==> src/rtl/press_emu_pkg.sv <==
// Shared types and sizing helpers for the press emulator.
// Optional build macro: PRESS_EMU_RETRIGGER_EN (see press_emulator.sv).
package press_emu_pkg;

    typedef enum logic [1:0] {
        S_IDLE = 2'd0,
        S_HOLD = 2'd1,
        S_GAP  = 2'd2
    } state_t;

    localparam int DEF_HOLD_CYCLES = 4;
    localparam int DEF_GAP_CYCLES  = 2;
    localparam int DEF_MAX_PEND    = 15;

    // Bits needed to hold values 0..n-1, never less than one bit.
    function automatic int bits_for(input int n);
        return (n <= 2) ? 1 : $clog2(n);
    endfunction

    function automatic int max2(input int a, input int b);
        return (a > b) ? a : b;
    endfunction

endpackage

==> src/rtl/press_emu_timer.sv <==
// Loadable down-counter shared by the hold and gap phases; stops at zero.
module press_emu_timer #(
    parameter int W = 2
) (
    input  logic         Clk,
    input  logic         Rst_n,
    input  logic         load,
    input  logic [W-1:0] load_val,
    input  logic         dec,
    output logic         zero
);

    logic [W-1:0] value;

    // Load wins over decrement so a phase change always starts from a full count.
    always_ff @(posedge Clk or negedge Rst_n) begin
        if (!Rst_n) begin
            value <= '0;
        end else if (load) begin
            value <= load_val;
        end else if (dec && (value != '0)) begin
            value <= value - W'(1);
        end
    end

    assign zero = (value == '0);

endmodule

==> src/rtl/press_emulator.sv <==
// Turns single-cycle request strobes into timed button presses (hold, then gap).
// Build macro PRESS_EMU_RETRIGGER_EN: a strobe during a press extends it instead of queueing.
module press_emulator
    import press_emu_pkg::*;
#(
    parameter  int HOLD_CYCLES = DEF_HOLD_CYCLES,
    parameter  int GAP_CYCLES  = DEF_GAP_CYCLES,
    parameter  int MAX_PEND    = DEF_MAX_PEND,
    localparam int PW          = bits_for(MAX_PEND + 1),
    localparam int TW          = bits_for(max2(HOLD_CYCLES, GAP_CYCLES))
) (
    input  logic          Clk,
    input  logic          Rst_n,
    input  logic          pi,
    output logic          bo,
    output logic          busy,
    output logic [PW-1:0] pend_cnt,
    output logic          ovf
);

    localparam logic [TW-1:0] HOLD_LOAD = TW'(HOLD_CYCLES - 1);
    localparam logic [TW-1:0] GAP_LOAD  = TW'(GAP_CYCLES - 1);
    localparam logic [PW-1:0] PEND_MAX  = PW'(MAX_PEND);

    state_t        state, next_state;
    logic          tmr_load, tmr_dec, tmr_zero;
    logic [TW-1:0] tmr_val;
    logic          consume, retrig, queue_req;

`ifdef PRESS_EMU_RETRIGGER_EN
    assign retrig = pi && (state == S_HOLD);
`else
    assign retrig = 1'b0;
`endif

    assign queue_req = pi && !retrig;

    press_emu_timer #(.W(TW)) u_timer (
        .Clk      (Clk),
        .Rst_n    (Rst_n),
        .load     (tmr_load),
        .load_val (tmr_val),
        .dec      (tmr_dec),
        .zero     (tmr_zero)
    );

    always_ff @(posedge Clk or negedge Rst_n) begin
        if (!Rst_n) begin
            state <= S_IDLE;
            bo    <= 1'b0;
        end else begin
            state <= next_state;
            bo    <= (next_state == S_HOLD);
        end
    end

    // A press starts (consume) from idle, or straight out of a finished gap.
    always_comb begin
        next_state = state;
        tmr_load   = 1'b0;
        tmr_val    = '0;
        tmr_dec    = 1'b0;
        consume    = 1'b0;
        case (state)
            S_IDLE: begin
                if (pend_cnt != '0) begin
                    next_state = S_HOLD;
                    tmr_load   = 1'b1;
                    tmr_val    = HOLD_LOAD;
                    consume    = 1'b1;
                end
            end
            S_HOLD: begin
                if (retrig) begin
                    tmr_load = 1'b1;
                    tmr_val  = HOLD_LOAD;
                end else if (!tmr_zero) begin
                    tmr_dec = 1'b1;
                end else begin
                    next_state = S_GAP;
                    tmr_load   = 1'b1;
                    tmr_val    = GAP_LOAD;
                end
            end
            S_GAP: begin
                if (!tmr_zero) begin
                    tmr_dec = 1'b1;
                end else if (pend_cnt != '0) begin
                    next_state = S_HOLD;
                    tmr_load   = 1'b1;
                    tmr_val    = HOLD_LOAD;
                    consume    = 1'b1;
                end else begin
                    next_state = S_IDLE;
                end
            end
            default: begin
                next_state = S_IDLE;
            end
        endcase
    end

    // A strobe and a consume in the same cycle cancel, so saturation only drops when nothing leaves.
    always_ff @(posedge Clk or negedge Rst_n) begin
        if (!Rst_n) begin
            pend_cnt <= '0;
            ovf      <= 1'b0;
        end else begin
            ovf <= 1'b0;
            if (queue_req && !consume) begin
                if (pend_cnt == PEND_MAX) begin
                    ovf <= 1'b1;
                end else begin
                    pend_cnt <= pend_cnt + PW'(1);
                end
            end else if (consume && !queue_req) begin
                pend_cnt <= pend_cnt - PW'(1);
            end
        end
    end

    assign busy = (state != S_IDLE) || (pend_cnt != '0);

endmodule

==> config.mk <==
export PLATFORM = sky130hd
export DESIGN_NAME = press_emulator
export DESIGN_NICKNAME = d
export VERILOG_FILES = /design/src/rtl/press_emu_pkg.sv /design/src/rtl/press_emu_timer.sv /design/src/rtl/press_emulator.sv
export SDC_FILE = /design/constraint.sdc
export NUM_CORES = 1
export LEC_CHECK = 0
export CORE_AREA = 4 4 41 43
export CTS_BUF_LIST = sky130_fd_sc_hd__clkbuf_8
export DETAILED_ROUTE_END_ITERATION = 6
export DIE_AREA = 0 0 45 47
export PLACE_DENSITY_LB_ADDON = 0.12
export SLEW_MARGIN = 20
export SYNTH_ARGS = -nofsm -noshare
export SYNTH_HDL_FRONTEND = slang
export SYNTH_SLANG_ARGS = --single-unit
==> constraint.sdc <==
create_clock -name Clk -period 5.3 [get_ports Clk]
set_input_delay 1.59 -clock Clk [delete_from_list [all_inputs] [get_ports Clk]]
set_output_delay 1.59 -clock Clk [all_outputs]
set_load 0.02 [all_outputs]
=== Word-level counts from Yosys, hierarchy flattened ===
Cells that the tools add are included.

* Word-level logic and storage cells: 51
* Output and inout bits: 7
* Register bits: 10

* Equality and inequality tests: 5
* Add/subtract/negate cells: 3
* Reduce and logical (&&, ||, !) cells: 15
* Mux-type cells: 23

{| class="wikitable"
|+ Operators by type and width
! cell !! count
|-
| $mux 2 || 7
|-
| $mux 4 || 3
|-
| $pmux 2 s3 || 2
|-
| $mux 1 || 9
|-
| $reduce_bool 2->1 || 4
|-
| $add 4x1->4 const B || 1
|-
| $eq 2x1->1 const B || 2
|-
| $eq 4x4->1 const B || 1
|-
| $logic_not 2->1 || 2
|-
| $reduce_bool 4->1 || 1
|-
| $sub 4x1->4 const B || 1
|-
| $logic_and 1x1->1 || 3
|-
| $pmux 1 s3 || 1
|-
| $eq 2x2->1 const B || 1
|-
| $logic_not 1->1 || 2
|-
| $ne 2x2->1 const B || 1
|-
| $pmux 1 s2 || 1
|-
| $reduce_and 2->1 || 1
|-
| $reduce_or 2->1 || 1
|-
| $sub 2x1->2 const B || 1
|-
| $logic_or 1x1->1 || 1
|}

=== Longest topological paths before layout ===
Gate-level depths: netlist of the first run.

* Depth in word-level cells: 8
* Gate-level depth with buffers: 9
* Depth with buffers taken out: 9

=== Cells and area by module ===
A second synthesis of the first run with hierarchy kept.

* Cells, all modules: 71
* Area total of the unflattened synthesis: 716.9 sq um

{| class="wikitable"
|+ Modules (own cells, without submodules)
! module !! instances !! area an instance (sq um) !! cells each
|-
| press_emulator || 1 || 584.3 || 58
|-
| press_emu_timer || 1 || 132.6 || 13
|}

=== Worst setup path before layout of the first run ===
No wires, ideal clock.

* Kind: in2reg
* Start point: input pi
* End point: register pend_cnt[3]
* Data arrival time: 2.704 ns
* Buffers on the path: 0
* Setup slack: 2.516 ns
* Stages: 6
* Cells stage by stage: o21ai_1 > ha_1 > a21oi_1 > nand2_1 > mux2_2 > mux2i_1

* Cells in the longest elaborated chain, start to end: 4
* Elaborated cells on any way between the ends: 7
* Classes of those cells: eq/ne: 1; mux: 1; reduce/logical: 5

{| class="wikitable"
|+ RTL lines
! element !! RTL line !! RTL
|-
| from (decl) || press_emulator.sv:14 || <nowiki>input logic pi,</nowiki>
|-
| $logic_not 1->1 || press_emulator.sv:116 || <nowiki>end else if (consume && !queue_req) begin</nowiki>
|-
| $logic_and 1x1->1 || press_emulator.sv:116 ||
|-
| $reduce_bool 2->1 (no source line) || - ||
|-
| $reduce_and 2->1 (no source line) || - ||
|-
| to (signal assigned) || press_emulator.sv:114 || <nowiki>pend_cnt <= pend_cnt + PW'(1);</nowiki>
|-
| to (signal assigned) || press_emulator.sv:117 || <nowiki>pend_cnt <= pend_cnt - PW'(1);</nowiki>
|-
| to (decl) || press_emulator.sv:17 || <nowiki>output logic [PW-1:0] pend_cnt,</nowiki>
|}

Several ways; a longest one is shown, not always the timed one.
A chain may end at the register's enable or synchronous reset.

=== Worst setup path after layout of the first run ===
* Start point: register pend_cnt[0]
* End point: output busy

* Cells in the longest elaborated chain, start to end: 2

{| class="wikitable"
|+ RTL lines
! element !! RTL line !! RTL
|-
| $reduce_bool 4->1 || press_emulator.sv:122 || <nowiki>assign busy = (state != S_IDLE) || (pend_cnt != '0);</nowiki>
|-
| $logic_or 1x1->1 || press_emulator.sv:122 ||
|-
| to (decl) || press_emulator.sv:16 || <nowiki>output logic busy,</nowiki>
|}

Every way passes these cells.

==> impl_results.md, run 1 <==
* Status: finished, final reports clean
* Peak Freq at around 0.29 GHz
* Post-place setup slack at ~1900 ps
* Pin count of the biggest net entering global routing at 11
* Crit path DAT at around 1900 ps
* Post-synth EDFFs at 0
* Critical Path RT at approximately 3700 ps
* Worst reg2reg path depth at 7
* FF-to-FF End: pend_cnt[3]
* Vias per cell at between 5 and 6
* Most Crowded Layer GR: met2
* Global-route wire length before repair at around 2100 µm
* Grt met1 use at roughly a fifth
* RSZ-0062 raised after global routing: false
* Slew Limit Fails at 0
* Placed Area at roughly 780 µm²
* Setup ws final at between 1500 and 2000 ps
* Worst clock skew at 3.396 ps
* Final nets at 88
* Worst slew margin at roughly 70%
* Detailed placer's ending HPWL at approximately 920 µm
* Hold_ws at between 500 and 600 ps
* Number of global-route vias before repair at between 400 and 500
* Clock Sinks at 10
* Sequential share of the synthesized area at approximately 37%
* Minimum clock period at approximately 3500 ps
* Detailed Route WL at 1201 µm
* Chip Width at between 40 and 50 µm
* Chip height at 47 µm
* Io pins at 10
* Cell Pwr Density at 774.9 nW/µm²
* Mapped Area at roughly 670 µm²
* Core Region at ~1300 µm²
* Area delta synth->final at 24.53%
* Hold violation total from the final report at 0
* FILL cells at 117
* DRT iter0 DRCs at 6
* Endpoints failing setup at 0
* Mapped Avg Cell Area at between 10 and 15 µm²
* Initial antenna violation count at 0
* Hold Path Class: reg2reg
* R2r startpoint: pend_cnt[0]
* DRC viols at 0
* DR WL/cell at 13.20 µm
* TNS Setup at 0 ps
* Mapped Cells at between 60 and 70
* Share of cells above drive strength 1 at 15.79%
* Yosys reg bits at 10
* Clock Tree Buf Depth at 2
* Min-Delay Path Depth at 2
* H-tree Lvls at 1
* WHS Endpoint: u_timer.value[1]
* CTS tree: built
* Initial Utilization at 51.35%
* Gp weighted congestion at ~0.74
* Ant diodes at 0
* Max Cap Violations at 0
* Hold path start: u_timer.value[1]
* Post-CTS Hold Buffers at 0
* Period utilisation layout at between 60% and 70%
* WS Path Type: reg2out
* Worst VDD drop at ~0.43 mV
* Postcts setup bufs at 0
* Met3 Use GR at about 2.3%
* Vias at 519
* Async SR Flop Fraction at 100.0%
* GR Util met2 at roughly a fifth
* Reg2Reg Setup Slack at 2970 ps
* CP startpoint kind: register
* Num rows at 13
* Ys flop type: dfrtp_1
* Final core utilization at between 60% and 70%
* Die area at approximately 2100 µm²
* Crit end category: output pin
* GRT Total Usage at between 10 and 15%
* CP Max Fanout at 8
* Slew @ Worst Pin at between 400 and 500 ps
* # resized after CTS at 0
* Post-DRT Antenna Nets at 0
* Port bufs at 9
* Leakage power at 0.3667 nW
* Mapped Nets at 74
* Library cells used by synthesis at 31
* Worst-path clk slew at 50 ps
* Clk_lat worst skew at 230 ps
* Grt total ovfl at 0
* Clk root buf: clkbuf_8
* Pre-Repair DR Iteration Count at 4
* Final Cell Area at between 800 and 900 µm²
* Synth warn at 0
* TritonCTS buffer count at 3
## worst max-delay path, cell delays in order, from the launching register on
cell and delay (ps):
dfrtp_1 480, nor4_2 480, nand2_1 150, clkdlybuf4s50_1 560
## stage by stage
stage / std cells / power, mW
final: 91 / 0.6448
after global routing: 91 / 0.6989
after CTS: 91 / 0.6508
after detailed placement: 87 / 0.5545
after global placement: 87 / 0.5480
after floorplan: 63 / 0.4531
## area by class of cell
cell class                      count  area [µm²]  share of cell area, %
Tap cell                           15       18.77                  2.256
Sequential cell                    10       250.2                  30.08
Timing Repair Buffer                9       90.09                  10.83
Clock buffer                        4       55.05                  6.617
Inverter                            6       22.52                  2.707
Multi-Input combinational cell     47       395.4                  47.52
## layer usage
layer	share of wire [%]	wire (µm)
met1	48	575
met2	46	551
met3	3.2	39
met4	2.9	35
met5	0	0
## Yosys cell counts (2+ instances only)
library cell,instances,area share [%]
nand2_1,4,2.2
ha_1,7,13
xnor2_1,2,2.6
mux2_4,2,4.5
nand3_1,3,2.2
o21ai_0,2,1.5
inv_1,6,3.4
a21oi_1,5,3.7
dfrtp_1,10,37
## state kept, by name, indices dropped and copies added (netlist names)
signal	count
bo	1
ovf	1
pend_cnt	4
state	2
u_timer.value	2
## cells by family (layout without fill, tap and decap cells)
family | count (synthesis) | count (layout) | share of synthesized area, %
and+or+nand+nor | 15 | 15 | 12.92
DFF | 10 | 10 | 37.45
xor gates and xnor gates | 3 | 3 | 3.933
muxes | 4 | 4 | 7.678
adders and majority gates | 8 | 8 | 16.10
buffers and inverters | 6 | 19 | 3.371
AOI/OAI and AO/OA | 17 | 17 | 18.54
## worst max path at each step
stage / depth (start not counted) / slack [ps] / to / from
CTS: 3 / 1800 / busy / pend_cnt[0]
detailed placement: 7 / 1890 / pend_cnt[3] / pi
floorplan: 6 / 2520 / pend_cnt[3] / pi
finish: 3 / 1810 / busy / pend_cnt[0]
global route: 3 / 1670 / busy / pend_cnt[1]
global placement: 7 / 1950 / pend_cnt[3] / pi
## cells in the final DEF, fill, tap and decap left out, drive strengths merged, types with 2 or more instances in the layout
master          n
a21oi           6
clkbuf          4
clkdlybuf4s50   9
dfrtp          10
ha              7
inv             6
mux2            3
nand2           4
nand3           3
o21ai           3
xnor2           2
## report_power, final
part | switching, mW | leakage (nW) | total, mW | internal, mW
Clock | 0.0293 | 0.0288 | 0.0945 | 0.0652
Combinational | 0.181 | 0.220 | 0.382 | 0.201
Sequential | 0.0518 | 0.118 | 0.168 | 0.116
(Power assumes the default switching activity.)
==> inputs of run 2 (changes only) <==
- CORE_AREA: 4 4 41 43 -> unset
- CORE_MARGIN: unset -> 4
- CORE_UTILIZATION: unset -> 49
- DIE_AREA: 0 0 45 47 -> unset
- clock period: 5.3 -> 2.89 ns (I/O delays scaled with it)
==> impl_results.md, run 2 (synthesis results as in run 1) <==
* H-tree Lvls at 1 (unchanged)
* Detailed placer's ending HPWL at 959.1 µm (+4.2%)
* Num rows at 13 (unchanged)
* Slew @ Worst Pin at 437.2 ps (-41.79 ps)
* Sequential share of power at 21.5% (-4.6 points)
* Final nets at 91 (+3.4%)
* Clk_lat worst skew at 230 ps (about the same)
* Peak Freq at 0.3791 GHz
* Die area at 2018 µm² (-4.6%)
* TNS Setup at 0 ps (unchanged)
* Initial Utilization at 52.00% (+0.65 points)
* Io pins at 10 (unchanged)
* DR WL/cell at 12.85 µm (-2.6%)
* Status: finished, final reports clean
* Initial antenna violation count at 0 (unchanged)
* Switching power at 0.4910 mW (+88%)
* Number of global-route vias before repair at 506 (+4.3%)
* Final core utilization at 66.50% (+2.6 points)
* Worst slew margin at 70.76% (+2.8 points)
* Clk root buf: clkbuf_8
* Reg2Reg Setup Slack at 620 ps (-2350 ps)
* Hold violation total from the final report at 0 (unchanged)
* # resized after CTS at 0 (unchanged)
* Regs by FF count: pend_cnt x4, state x2, u_timer.value x2
* Vias per cell at 5.638 (-1.1%)
* Slowest cell on crit path: clkdlybuf4s50_1
* CTS tree: built
* Power Internal at 0.7312 mW (+91%)
* Chip Width at 44.93 µm (-0.17%)
* FILL cells at 101 (-14%)
* GRT Total Usage at 15.26% (+1.2 points)
* DRT iter0 DRCs at 6 (unchanged)
* Biggest register: pend_cnt
* Switching share of power at 40.18% (-0.43 points)
* Max Cap Violations at 0 (unchanged)
* Combinational Power Share at 64.4% (+5.2 points)
* DRC viols at 0 (unchanged)
* Area delta synth->final at 27.90%
* Clock Tree Buf Depth at 2 (unchanged)
* Post-CTS Hold Buffers at 0 (unchanged)
* Slew Limit Fails at 0 (unchanged)
* Worst-path clk slew at 50 ps (about the same)
* TritonCTS buffer count at 3 (unchanged)
* Clock Sinks at 10 (unchanged)
* Pin count of the biggest net entering global routing at 11 (unchanged)
* Worst VDD drop at 0.6834 mV (+60%)
* Port bufs at 9 (unchanged)
* Core Region at 1285 µm² (-1.3%)
* Commonest non-fill, non-tap cell in the layout: dfrtp_1
* Leakage power at 0.3811 nW (+3.9%)
* Global-route wire length before repair at 2118 µm (+1.0%)
* WS Path Type: reg2out
* Period utilisation layout at approximately nine tenths
* Crit path DAT at 1770 ps (-130 ps)
* Post-Layout Cell Count at 94 (+3.3%)
* Share of cells above drive strength 1 at 18.99% (+3.2 points)
* Hold Path Class: reg2reg
* Worst clock skew at 0.9239 ps (-2.472 ps)
* Inst Count DP at 90 (+3.4%)
* Chip height at 44.93 µm (-4.4%)
* Critical path, cell by cell: nor4_2, nand2_1, clkdlybuf4s50_1
* RSZ-0062 raised after global routing: false
* Endpoints failing setup at 0 (unchanged)
* Cell Pwr Density at 1430 nW/µm² (+85%)
* Pre-Repair DR Iteration Count at 4 (unchanged)
* Vias at 530 (+2.1%)
* Minimum clock period at 2638 ps
* Grt total ovfl at 0 (unchanged)
* Detailed Route WL at 1208 µm (+0.58%)
* CP startpoint kind: register
* Post-DRT Antenna Nets at 0 (unchanged)
* Gp weighted congestion at 0.7544 (+2.2%)
* Max FFs per register at 4 (unchanged)
* CP Max Fanout at 6 (-2)
* Clock power frac at 14.1% (-0.6 points)
* Postcts setup bufs at 0 (unchanged)
* Crit end category: output pin
* Hold_ws at 514.4 ps (-2.535 ps)
* Critical Path RT at 2020 ps (-1690 ps)
* Most frequent cells in the layout: dfrtp_1 (10), clkdlybuf4s50_1 (9), ha_1 (7)
* Ant diodes at 0 (unchanged)
* Max stage delay on crit path at 550 ps (about the same)
run 2: path summary, 6_finish.rpt:
kind | from | to | depth (start not counted)
min reg2reg | u_timer.value[1] | u_timer.value[1] | 2
max in group asynchronous | Rst_n | ovf | 1
min in group asynchronous | Rst_n | pend_cnt[0] | 1
min | u_timer.value[1] | u_timer.value[1] | 2
max reg2reg | state[0] | pend_cnt[3] | 9
max | pend_cnt[3] | busy | 3
run 2: metrics by stage:
| step | power [mW] | setup WS, ps | cell area, µm² |
|---|---|---|---|
| final | 1.222 | 252.0 | 854.6 |
| after global routing | 1.336 | 193.7 | 854.6 |
| after CTS | 1.242 | 230.5 | 854.6 |
| after detailed placement | 1.064 | 216.9 | 799.5 |
| after global placement | 1.049 | 262.9 | 799.5 |
| after floorplan | 0.8310 | 711.4 | 668.1 |
run 2: power groups by stage:
stage	Sequential, mW	Combinational [mW]	Clock, mW
floorplan	0.338	0.493	0
global placement	0.264	0.785	0
detailed placement	0.265	0.799	0
CTS	0.263	0.802	0.177
global route	0.271	0.882	0.183
finish	0.263	0.787	0.172
run 2: final cells by class:
class	count	area (µm²)	share of cell area [%]
Clock buffer	4	55.05	6.442
Inverter	6	22.52	2.635
Multi-Input combinational cell	47	395.4	46.27
Sequential cell	10	250.2	29.28
Tap cell	15	18.77	2.196
Timing Repair Buffer	12	112.6	13.18
run 2: critical path: cells and delay by family, from the launching register on:
kind,cells,cell delay (ps)
buf+inv,1,550
flops,1,450
simple gates,2,530
run 2: per-layer routing:
metal / up-vias / share of wire, % / GRT usage [%]
met5: - / 0 / 0
li1: 257 / - / -
met2: 7 / 53 / 24.01
met1: 262 / 43 / 17.22
met3: 4 / 1.4 / 3.984
met4: 0 / 3.1 / 12.28
==> inputs of run 3 (changes only) <==
- SETUP_SLACK_MARGIN: unset -> 0.2
==> impl_results.md, run 3 (synthesis results as in run 1) <==
* WS Path Type: reg2out
* Pre-Repair DR Iteration Count at 4 (unchanged)
* Vias per cell at 5.553 (-1.5%)
* Clock Sinks at 10 (unchanged)
* Hold Path Class: reg2reg
* Hold violation total from the final report at 0 (unchanged)
* Sequential share of power at 22.2% (+0.7 points)
* Pwr Total at 1.241 mW (+1.5%)
* Peak Freq at 0.3871 GHz (+2.1%)
* Combinational Power Share at 63.9% (-0.5 points)
* FILL cells at 100 (-0.99%)
* Post-DRT Antenna Nets at 0 (unchanged)
* Regs by FF count: pend_cnt x4, state x2, u_timer.value x2
* GRT Total Usage at 15.26% (unchanged)
* RSZ-0062 raised after global routing: false
* Grt total ovfl at 0 (unchanged)
* Io pins at 10 (unchanged)
* Clock power frac at 13.9% (-0.2 points)
* Critical Path RT at 2020 ps (about the same)
* Placed Area at 799.5 µm² (unchanged)
* Post-CTS Hold Buffers at 0 (unchanged)
* Slew Limit Fails at 0 (unchanged)
* Number of global-route vias before repair at 506 (unchanged)
* CTS tree: built
* Initial antenna violation count at 0 (unchanged)
* DR WL/cell at 13.32 µm (+3.6%)
* Gp weighted congestion at 0.7544 (unchanged)
* Endpoints failing setup at 0 (unchanged)
* Core Region at 1285 µm² (unchanged)
* Vias at 522 (-1.5%)
* Most frequent cells in the layout: dfrtp_1 (10), clkdlybuf4s50_1 (9), ha_1 (7)
* Area delta synth->final at 29.21%
* Detailed Route WL at 1252 µm (+3.6%)
* Max Cap Violations at 0 (unchanged)
* Crit path DAT at 1720 ps (-50 ps)
* Initial Utilization at 52.00% (unchanged)
* Slew @ Worst Pin at 437.3 ps (+0.02241 ps)
* Status: finished, final reports clean
* Share of cells above drive strength 1 at 18.99% (unchanged)
* Detailed placer's ending HPWL at 959.1 µm (unchanged)
* Clk_lat worst skew at 230 ps (about the same)
* Chip Width at 44.93 µm (unchanged)
* Leakage power at 0.3827 nW (+0.43%)
* H-tree Lvls at 1 (unchanged)
* Clock Tree Buf Depth at 2 (unchanged)
* Switching share of power at 40.84% (+0.66 points)
* Commonest non-fill, non-tap cell in the layout: dfrtp_1
* Crit end category: output pin
* TritonCTS buffer count at 3 (unchanged)
* Power Internal at 0.7339 mW (+0.37%)
* Num rows at 13 (unchanged)
* CP startpoint kind: register
* Final Cell Area at 863.3 µm² (+1.0%)
* Clk root buf: clkbuf_8
* Biggest register: pend_cnt
* DRC viols at 0 (unchanged)
* Port bufs at 9 (unchanged)
* Die area at 2018 µm² (unchanged)
* Switching power at 0.5066 mW (+3.2%)
* Worst clock skew at 1.276 ps (+0.3525 ps)
* Pin count of the biggest net entering global routing at 11 (unchanged)
* Max FFs per register at 4 (unchanged)
* Minimum clock period at 2583 ps (-54.82 ps)
* Final nets at 91 (unchanged)
* Ant diodes at 0 (unchanged)
* CP Max Fanout at 6 (unchanged)
* Worst-path clk slew at 50 ps (about the same)
* Period utilisation layout at 89.38% (-1.9 points)
* Cell Pwr Density at 1437 nW/µm² (+0.47%)
* DRT iter0 DRCs at 8 (+2)
* Global-route wire length before repair at 2118 µm (unchanged)
* TNS Setup at 0 ps (unchanged)
* Worst VDD drop at 0.7212 mV (+5.5%)
* Worst slew margin at 70.76% (about the same)
* Chip height at 44.93 µm (unchanged)
## run 3: cell counts in the layout (fill, tap and decap cells not counted)
Identical to the previous run, type by type.
## run 3: worst paths after layout
path | cells after the start | to | from | slack, ps
setup / recovery | 3 | busy | pend_cnt[3] | 310
hold reg to reg | 2 | u_timer.value[1] | u_timer.value[1] | 510
max in group asynchronous | 1 | ovf | Rst_n | 1640
min in group asynchronous | 1 | u_timer.value[1] | Rst_n | 950
setup reg to reg | 9 | pend_cnt[3] | state[0] | 620
hold / removal | 2 | u_timer.value[1] | u_timer.value[1] | 510
## run 3: metal layers
layer,up-vias,track usage (%),routed length (µm)
met3,2,3.984,16
met4,0,12.28,24
met5,-,0,0
li1,258,-,-
met1,255,17.22,557
met2,7,24.01,653
## run 3: critical path: stages (launching register included)
cell	delay [ps]
dfrtp_1	470
nor4_4	340
nand2_1	120
clkdlybuf4s50_1	550
## run 3: final cells by class
type                            count  area (µm²)  share of cell area [%]
Clock buffer                        4       55.05                   6.377
Inverter                            6       22.52                   2.609
Multi-Input combinational cell     47       404.1                   46.81
Sequential cell                    10       250.2                   28.99
Tap cell                           15       18.77                   2.174
Timing Repair Buffer               12       112.6                   13.04
## run 3: timing repair
item,CTS,global route
buffers inserted,0,0
endpoints found under the setup margin,0,1
gates resized for setup,0,1
## run 3: metrics by stage
step | util [%] | worst slack, ps | cells | hold slack, ps
6_report | 67.19 | 306.8 | 94 | 514.6
5_1_grt | 67.19 | 244.2 | 94 | 561.5
4_1_cts | 66.50 | 230.5 | 94 | 522.0
3_5_place_dp | 62.22 | 216.9 | 90 | 510.3
3_3_place_gp | 62.22 | 262.9 | 90 | 496.6
2_1_floorplan | - | 711.4 | 63 | 475.9
## run 3: power by group through the flow
stage	clock [mW]	sequential (mW)	combinational (mW)
detailed placement	0	0.265	0.799
global route	0.183	0.284	0.885
finish	0.172	0.275	0.793
CTS	0.177	0.263	0.802
floorplan	0	0.338	0.493
global placement	0	0.264	0.785
